$ cat config.mk
export PLATFORM = sky130hd
export DESIGN_NAME = writeback_arbiter
export DESIGN_NICKNAME = d
export VERILOG_FILES = /design/src/rtl/writeback_arbiter.sv
export SDC_FILE = /design/constraint.sdc
export NUM_CORES = 1
export LEC_CHECK = 0
export CORE_MARGIN = 10
export CORE_UTILIZATION = 40
export CTS_CLUSTER_SIZE = 20
export DETAILED_ROUTE_END_ITERATION = 6
export GPL_TIMING_DRIVEN = 1
export PLACE_DENSITY = 0.66
export SLEW_MARGIN = 30
export SYNTH_ARGS = -nofsm -noshare
export SYNTH_HDL_FRONTEND = slang
export SYNTH_SLANG_ARGS = --single-unit
$ cat constraint.sdc
create_clock -name clk -period 6.2 [get_ports clk]
set_input_delay 1.24 -clock clk [delete_from_list [all_inputs] [get_ports clk]]
set_output_delay 1.24 -clock clk [all_outputs]
set_load 0.02 [all_outputs]
$ cat src/rtl/writeback_arbiter.sv
// Writeback stage: arbitrates buffered ALU results against unbuffered load returns
// onto the register-file write port, and tracks registers with loads in flight.
module writeback_arbiter #(
  parameter int XLEN           = 32,
  parameter int REG_ID_W       = 5,
  parameter int ALU_FIFO_DEPTH = 2,
  parameter int STARVE_LIMIT   = 4
) (
  input  logic                              clk,
  input  logic                              rst,
  input  logic                              alu_valid,
  output logic                              alu_ready,
  input  logic [REG_ID_W-1:0]               alu_rd,
  input  logic [XLEN-1:0]                   alu_data,
  input  logic                              mem_valid,
  output logic                              mem_ready,
  input  logic [REG_ID_W-1:0]               mem_rd,
  input  logic [XLEN-1:0]                   mem_data,
  input  logic                              issue_mark,
  input  logic [REG_ID_W-1:0]               issue_rd,
  input  logic [REG_ID_W-1:0]               rs1_id,
  input  logic [REG_ID_W-1:0]               rs2_id,
  output logic                              rs1_busy,
  output logic                              rs2_busy,
  output logic                              wb_enable,
  output logic [REG_ID_W-1:0]               wb_id,
  output logic [XLEN-1:0]                   wb_data,
  output logic [$clog2(ALU_FIFO_DEPTH):0]   fifo_count
);

  localparam int AW    = $clog2(ALU_FIFO_DEPTH);
  localparam int CW    = AW + 1;
  localparam int NREGS = 1 << REG_ID_W;
  localparam int SW    = $clog2(STARVE_LIMIT + 1);

  typedef struct packed {
    logic [REG_ID_W-1:0] rd;
    logic [XLEN-1:0]     data;
  } wb_req_t;

  wb_req_t          fifo_mem [ALU_FIFO_DEPTH];
  logic [AW-1:0]    rd_ptr, wr_ptr;
  logic [CW-1:0]    count;
  logic [SW-1:0]    starve_cnt;
  logic [NREGS-1:0] busy, set_mask, clr_mask;

  logic    fifo_empty, fifo_full, forced, mem_win, fifo_pop, push, win_vld;
  wb_req_t head, win;

  assign fifo_empty = (count == '0);
  assign fifo_full  = (count == CW'(ALU_FIFO_DEPTH));
  assign head       = fifo_mem[rd_ptr];

  // Memory normally has priority; a starved, non-empty FIFO takes one slot back.
  assign forced   = !fifo_empty && (starve_cnt == SW'(STARVE_LIMIT));
  assign mem_win  = mem_valid && !forced;
  assign fifo_pop = !fifo_empty && !mem_win;
  assign win_vld  = mem_win || fifo_pop;
  assign win      = mem_win ? wb_req_t'{rd: mem_rd, data: mem_data} : head;

  assign mem_ready = !forced;
  assign alu_ready = !fifo_full || fifo_pop;
  assign push      = alu_valid && alu_ready;

  assign fifo_count = count;

  // Payload storage needs no reset; occupancy is tracked by the pointers.
  always_ff @(posedge clk) begin
    if (push) fifo_mem[wr_ptr] <= wb_req_t'{rd: alu_rd, data: alu_data};
  end

  always_ff @(posedge clk) begin
    if (rst) begin
      rd_ptr <= '0;
      wr_ptr <= '0;
      count  <= '0;
    end else begin
      if (push)     wr_ptr <= wr_ptr + AW'(1);
      if (fifo_pop) rd_ptr <= rd_ptr + AW'(1);
      case ({push, fifo_pop})
        2'b10:   count <= count + CW'(1);
        2'b01:   count <= count - CW'(1);
        default: count <= count;
      endcase
    end
  end

  always_ff @(posedge clk) begin
    if (rst)                          starve_cnt <= '0;
    else if (fifo_empty || fifo_pop)  starve_cnt <= '0;
    else if (mem_win && starve_cnt != SW'(STARVE_LIMIT))
                                      starve_cnt <= starve_cnt + SW'(1);
  end

  // x0 winners still complete their handshake but never write.
  always_ff @(posedge clk) begin
    if (rst) begin
      wb_enable <= 1'b0;
      wb_id     <= '0;
      wb_data   <= '0;
    end else begin
      wb_enable <= win_vld && (win.rd != '0);
      wb_id     <= win.rd;
      wb_data   <= win.data;
    end
  end

  always_comb begin
    set_mask = '0;
    clr_mask = '0;
    if (issue_mark)             set_mask[issue_rd] = 1'b1;
    if (mem_valid && mem_ready) clr_mask[mem_rd]   = 1'b1;
    set_mask[0] = 1'b0;
  end

  // Set is applied after clear so a same-cycle reissue keeps the register busy.
  always_ff @(posedge clk) begin
    if (rst) busy <= '0;
    else     busy <= (busy & ~clr_mask) | set_mask;
  end

  assign rs1_busy = busy[rs1_id];
  assign rs2_busy = busy[rs2_id];

endmodule

Word-level counts from Yosys, hierarchy flattened
Memories as Yosys holds them, arrays and structs flattened. A register that Yosys moved wholly into a read port is not among the register bits.
Cells that the tools add are included.
{"block": "op_classes", "n_addsub": 5, "multipliers": 0, "div": 0, "n_lt_le_gt_ge": 6, "eq_ne": 5, "shifts": 0, "muxes": 16, "bitwise_logic": 3, "reduce_logical": 19}
{"cell": "2-to-1 mux 32 bit", "n": 2}
{"cell": "2-to-1 mux 37 bit", "n": 1}
{"cell": "AND 32 bit", "n": 1}
{"cell": "inverter 32 bit", "n": 1}
{"cell": "bitwise OR 32 bit", "n": 1}
{"cell": "less-than comparator 5 x 6 -> 1 bit (second input constant)", "n": 4}
{"cell": "binary-select mux 1 bit (select 5 bit)", "n": 2}
{"cell": "demux 1 bit (select 5 bit)", "n": 2}
{"cell": ">= comparator 5 x 1 -> 1 bit (second input constant)", "n": 2}
{"cell": "logical AND 1 bit", "n": 8}
{"cell": "2-to-1 mux 1 bit", "n": 8}
{"cell": "nonzero test 5 bit", "n": 1}
{"cell": "equality test 2 bit (second input constant)", "n": 2}
{"cell": "logical NOT 1 bit", "n": 4}
{"cell": "one-hot mux 2 bit (2 select lines)", "n": 1}
{"cell": "adder 3 x 1 -> 3 bit (second input constant)", "n": 1}
{"cell": "equality test 3 bit (second input constant)", "n": 1}
{"cell": "logical OR 1 bit", "n": 3}
{"cell": "!= test 3 bit (second input constant)", "n": 1}
{"cell": "adder 1 bit (second input constant)", "n": 2}
{"cell": "adder 2 x 1 -> 2 bit (second input constant)", "n": 1}
{"cell": "equality test 2 x 1 -> 1 bit (second input constant)", "n": 1}
{"cell": "logical NOT 2 bit", "n": 1}
{"cell": "nonzero test 2 bit", "n": 1}
{"cell": "2 further kinds", "n": 2}
{"block": "word_totals", "regBits": 77, "latch_bits": 0, "ramBits": 74, "romBits": 0, "input_bits": 94, "output_inout_bits": 44, "elab_cells": 63, "memories": 1}
{"memory": "fifo_mem", "words": 2, "word_bits": 37, "rd": 1, "rd_clocked_by_memory_dff": 1, "wr": 1, "line_no": "41", "rtl": "wb_req_t fifo_mem [ALU_FIFO_DEPTH];"}

Longest topological paths before layout
{"block": "logic_depth", "word_depth": 11, "depth_mapped": 8, "ltp_nobuf": 7}

Least setup slack after synthesis
Ideal clock, no wire load.
{"block": "synth_timing", "path_type": "input to output", "start": "input port rs1_id[1]", "end": "output port rs1_busy", "t_arrival_ns": 2.381, "required_ns": 4.960, "setup_slack_ns": 2.579, "path_stages": 7, "n_path_buf": 2, "path_cell_list": "buf_2 -> buf_4 -> mux2i_1 -> a22oi_1 -> nand3_1 -> nand2_1 -> a311o_1"}
{"block": "synth_via", "elab_chain_cells": 2}
{"element": "start: declaration", "line_no": "21", "rtl": "input logic [REG_ID_W-1:0] rs1_id,"}
{"element": "binary-select mux 1 bit (select 5 bit)", "line_no": "122", "rtl": "assign rs1_busy = busy[rs1_id];"}
{"element": "2-to-1 mux 1 bit (not written as such)", "line_no": "122"}
{"element": "end: declaration", "line_no": "23", "rtl": "output logic rs1_busy,"}
Every way passes these cells. The select of a mux whose other input is x is not followed.

Worst setup path after layout
Same ends and word-level chain as after synthesis.

==> impl_metrics.csv <==
group,metric,value,unit
cts,ctsResizeCount,0,
cts,cts_setup_buffers,0,
setup_path,path_max_fanout,16,
logic_synthesis,synthArstFlopShare,0,%
logic_synthesis,synth_top_area_cell,"edfxtp_1",
layout,syn_to_final_growth,34.1,%
layout,drive_gt1_share,6.65,%
setup_path,path_cells,"clkdlybuf4s50_1 > mux2i_1 > a22oi_1 > nand4b_1 > a21oi_1 > a311o_1 > clkdlybuf4s50_1",
logic_synthesis,yosysTopAreaCellShare,36.0,%
timing,drv_slew,0,
timing,rsz0062_at_grt,"false",
setup_path,crit_type,"in2out",
floorplan,die_w,144,µm
logic_synthesis,synth_seq_cells,152,
route,wire_per_inst,18.8,µm
logic_synthesis,seq_area_frac_synth,61.2,%
route,drtPass1Iterations,4,
logic_synthesis,yosys-top-cells-area,"edfxtp_1, dfxtp_1, mux2i_1, a211oi_1, a21oi_1",
setup_path,startpoint,"rs1_id[1]",
floorplan,core-area,15100,µm²
cts,clock-sinks,152,
logic_synthesis,yosysWarningCount,0,
timing,finClkSkew,0.00831,ns
setup_path,crit_required,4.96,ns
run_status,status,"completed",
power_and_ir_drop,p_leak,2.89,nW
route,drt_iter0_markers,259,
placement,dp_hpwl,11.4,mm
setup_path,cpPeakStageDelay,1.13,ns
logic_synthesis,yosysUniqueCellTypes,42,
timing,fin_tns_setup,0,ns
setup_path,critPathLaunchType,"primary input",
route,wl_met2,7.73,mm
floorplan,row_count,45,
logic_synthesis,synth_area_per_cell,11.6,µm²
placement,place_congestion,0.876,
grt,grt_pass1_vias,4893,
grt,grt_max_degree,76,
floorplan,die_h,144,µm
layout,mostFrequentLayoutCells,"clkdlybuf4s50_1, dfxtp_1, edfxtp_1",
logic_synthesis,synth_edf_count,74,
timing,fin_crit,5.09,ns
cts,cts_buffers,17,
cts,clockBufferDepth,2,
cts,htreeDepth,4,
layout,diodes,0,
setup_path,r2r_start,"starve_cnt[0]",
setup_path,rr_endpoint,"busy[0]",
route,wl_met3,1.86,mm
setup_path,r2r_slack,3.93,ns
cts,clk_latency,0.42,ns
power_and_ir_drop,ir_worst_vdd,0.173,mV
timing,finalSetupViolations,0,
timing,fmax,196,MHz
cts,cts_hold_buf,0,
route,final_antenna_net_count,0,
layout,layout.nets,760,
timing,fin_crit_sh,82.1,%
timing,hold_violations,0,
logic_synthesis,synth_ff_type,"dfxtp_1",
power_and_ir_drop,total_power,2.45,mW
timing,tightest_slew,0.999,ns
logic_synthesis,netlist_area,6180,µm²
grt,grt_pass1_wl,25.7,mm
layout,final_common_cell,"clkdlybuf4s50_1",
route,vias,4598,
setup_path,end_kind,"output pin",
route,drt-total-wl,16.3,mm
grt,overflow,0,
route,routed.top_layer,"met5",
grt,grt_usage,15.9,%
cts,clkTransAtPathRegs,0.06,ns
route,wl_met1,6.43,mm
placement,port_buffers,137,
setup_path,ff2ff_path_depth,8,
timing,slew_headroom,33.2,%
route,viasPerCell,5.32,
setup_path,cp_slowest_cell,"clkdlybuf4s50_1",
floorplan,start_util,40.8,%
floorplan,die-area,20800,µm²
logic_synthesis,synthCells,535,
logic_synthesis,syn_nets,631,
setup_path,cp_common_cell,"clkdlybuf4s50_1",
min_path,min_path_type,"reg2reg",
layout,fin_util,54.7,%
job,cap_violations,0,
setup_path,crit_end,"rs1_busy",
power_and_ir_drop,pwr_density_cell,295,nW/µm²
route,drc_errors,0,
grt,antenna_found_initial,2,
cts,cts_tree,"yes",
cts,root_buffer,"clkbuf_16",
setup_path,arrival,3.85,ns
floorplan,ios,138,
## stage by stage
| stage | hold slack [ns] | cells | area (µm²) | worst slack (ns) |
|---|---|---|---|---|
| after floorplan | 0.417 | 535 | 6180 | 2.58 |
| after global placement | 0.426 | 832 | 7660 | 1.21 |
| after detailed placement | 0.450 | 833 | 7690 | 1.15 |
| after CTS | 0.458 | 865 | 8290 | 1.15 |
| after global routing | 0.472 | 865 | 8290 | 1.01 |
| final | 0.459 | 865 | 8290 | 1.11 |
## where the power goes
part	internal (mW)	switching, mW
combinational	0.140	0.150
clock	0.617	0.411
sequential	1.11	0.0183
total	1.87	0.580
## per-layer routing
layer  global-route usage, %  vias up
li1                        -     2236
met1                    18.0     2165
met2                    25.7      166
met3                    7.94       27
met4                    5.37        4
met5                       0        -
## worst max-delay path, delay by kind of cell
family,cells,cell delay (ns)
AND/OR/NAND/NOR,1,0.13
multiplexers,1,0.28
buffers and inverters,2,1.68
AO/OA/AOI/OAI,3,0.52
## flip-flops by register name (all words and copies together), names as in the netlist, named ones only
| signal | cells |
|---|---|
| wr_ptr | 1 |
| fifo_mem | 74 |
| rd_ptr | 1 |
| wb_enable | 1 |
| busy | 32 |
| wb_data | 32 |
| wb_id | 5 |
| starve_cnt | 3 |
| fifo_count | 2 |
## cells by family (layout without fill, tap and decap cells)
logic type      Yosys count  after routing  share of synthesized area (%)
simple gates            145            145                           11.1
xor+xnor                  3              3                          0.425
buf+inv                  35            177                           2.75
mux                      68             68                           11.0
flops                   152            152                           61.2
compound gates          130            130                           13.1
fa+ha+maj                 2              2                          0.405
## layout make-up
type / instances / area, µm²
Clock buffer: 19 / 453
Clock inverter: 13 / 143
Fill cell: 1295 / 6860
Inverter: 4 / 15.0
Multi-Input combinational cell: 348 / 2240
Sequential cell: 152 / 3780
Tap cell: 188 / 235
Timing Repair Buffer: 141 / 1420
## cells in the mapped netlist, drive strengths merged, types with 2 or more instances
library cell,number
ha,2
a311o,2
nand2b,2
and2,4
and3b,3
nor3,2
nor3b,4
a22oi,8
buf,22
or3,3
nor2,49
and3,3
o21ai,34
xnor2,2
a21oi,41
clkbuf,9
nand3,6
a211oi,39
edfxtp,74
inv,4
nand3b,5
nand2,51
mux2i,68
nor2b,5
dfxtp,78
nand4b,2
## worst min-delay path by stage
stage                   from       endpoint  slack, ns  cells after the start
2_1_floorplan  starve_cnt[0]  starve_cnt[0]       0.42                      1
3_3_place_gp   starve_cnt[0]  starve_cnt[0]       0.43                      1
5_1_grt        starve_cnt[0]  starve_cnt[0]       0.47                      1
4_1_cts        starve_cnt[0]  starve_cnt[0]       0.46                      1
6_report       starve_cnt[0]  starve_cnt[0]       0.46                      1
3_5_place_dp   starve_cnt[0]  starve_cnt[0]       0.45                      1
Power figures use the tool's default switching activity.
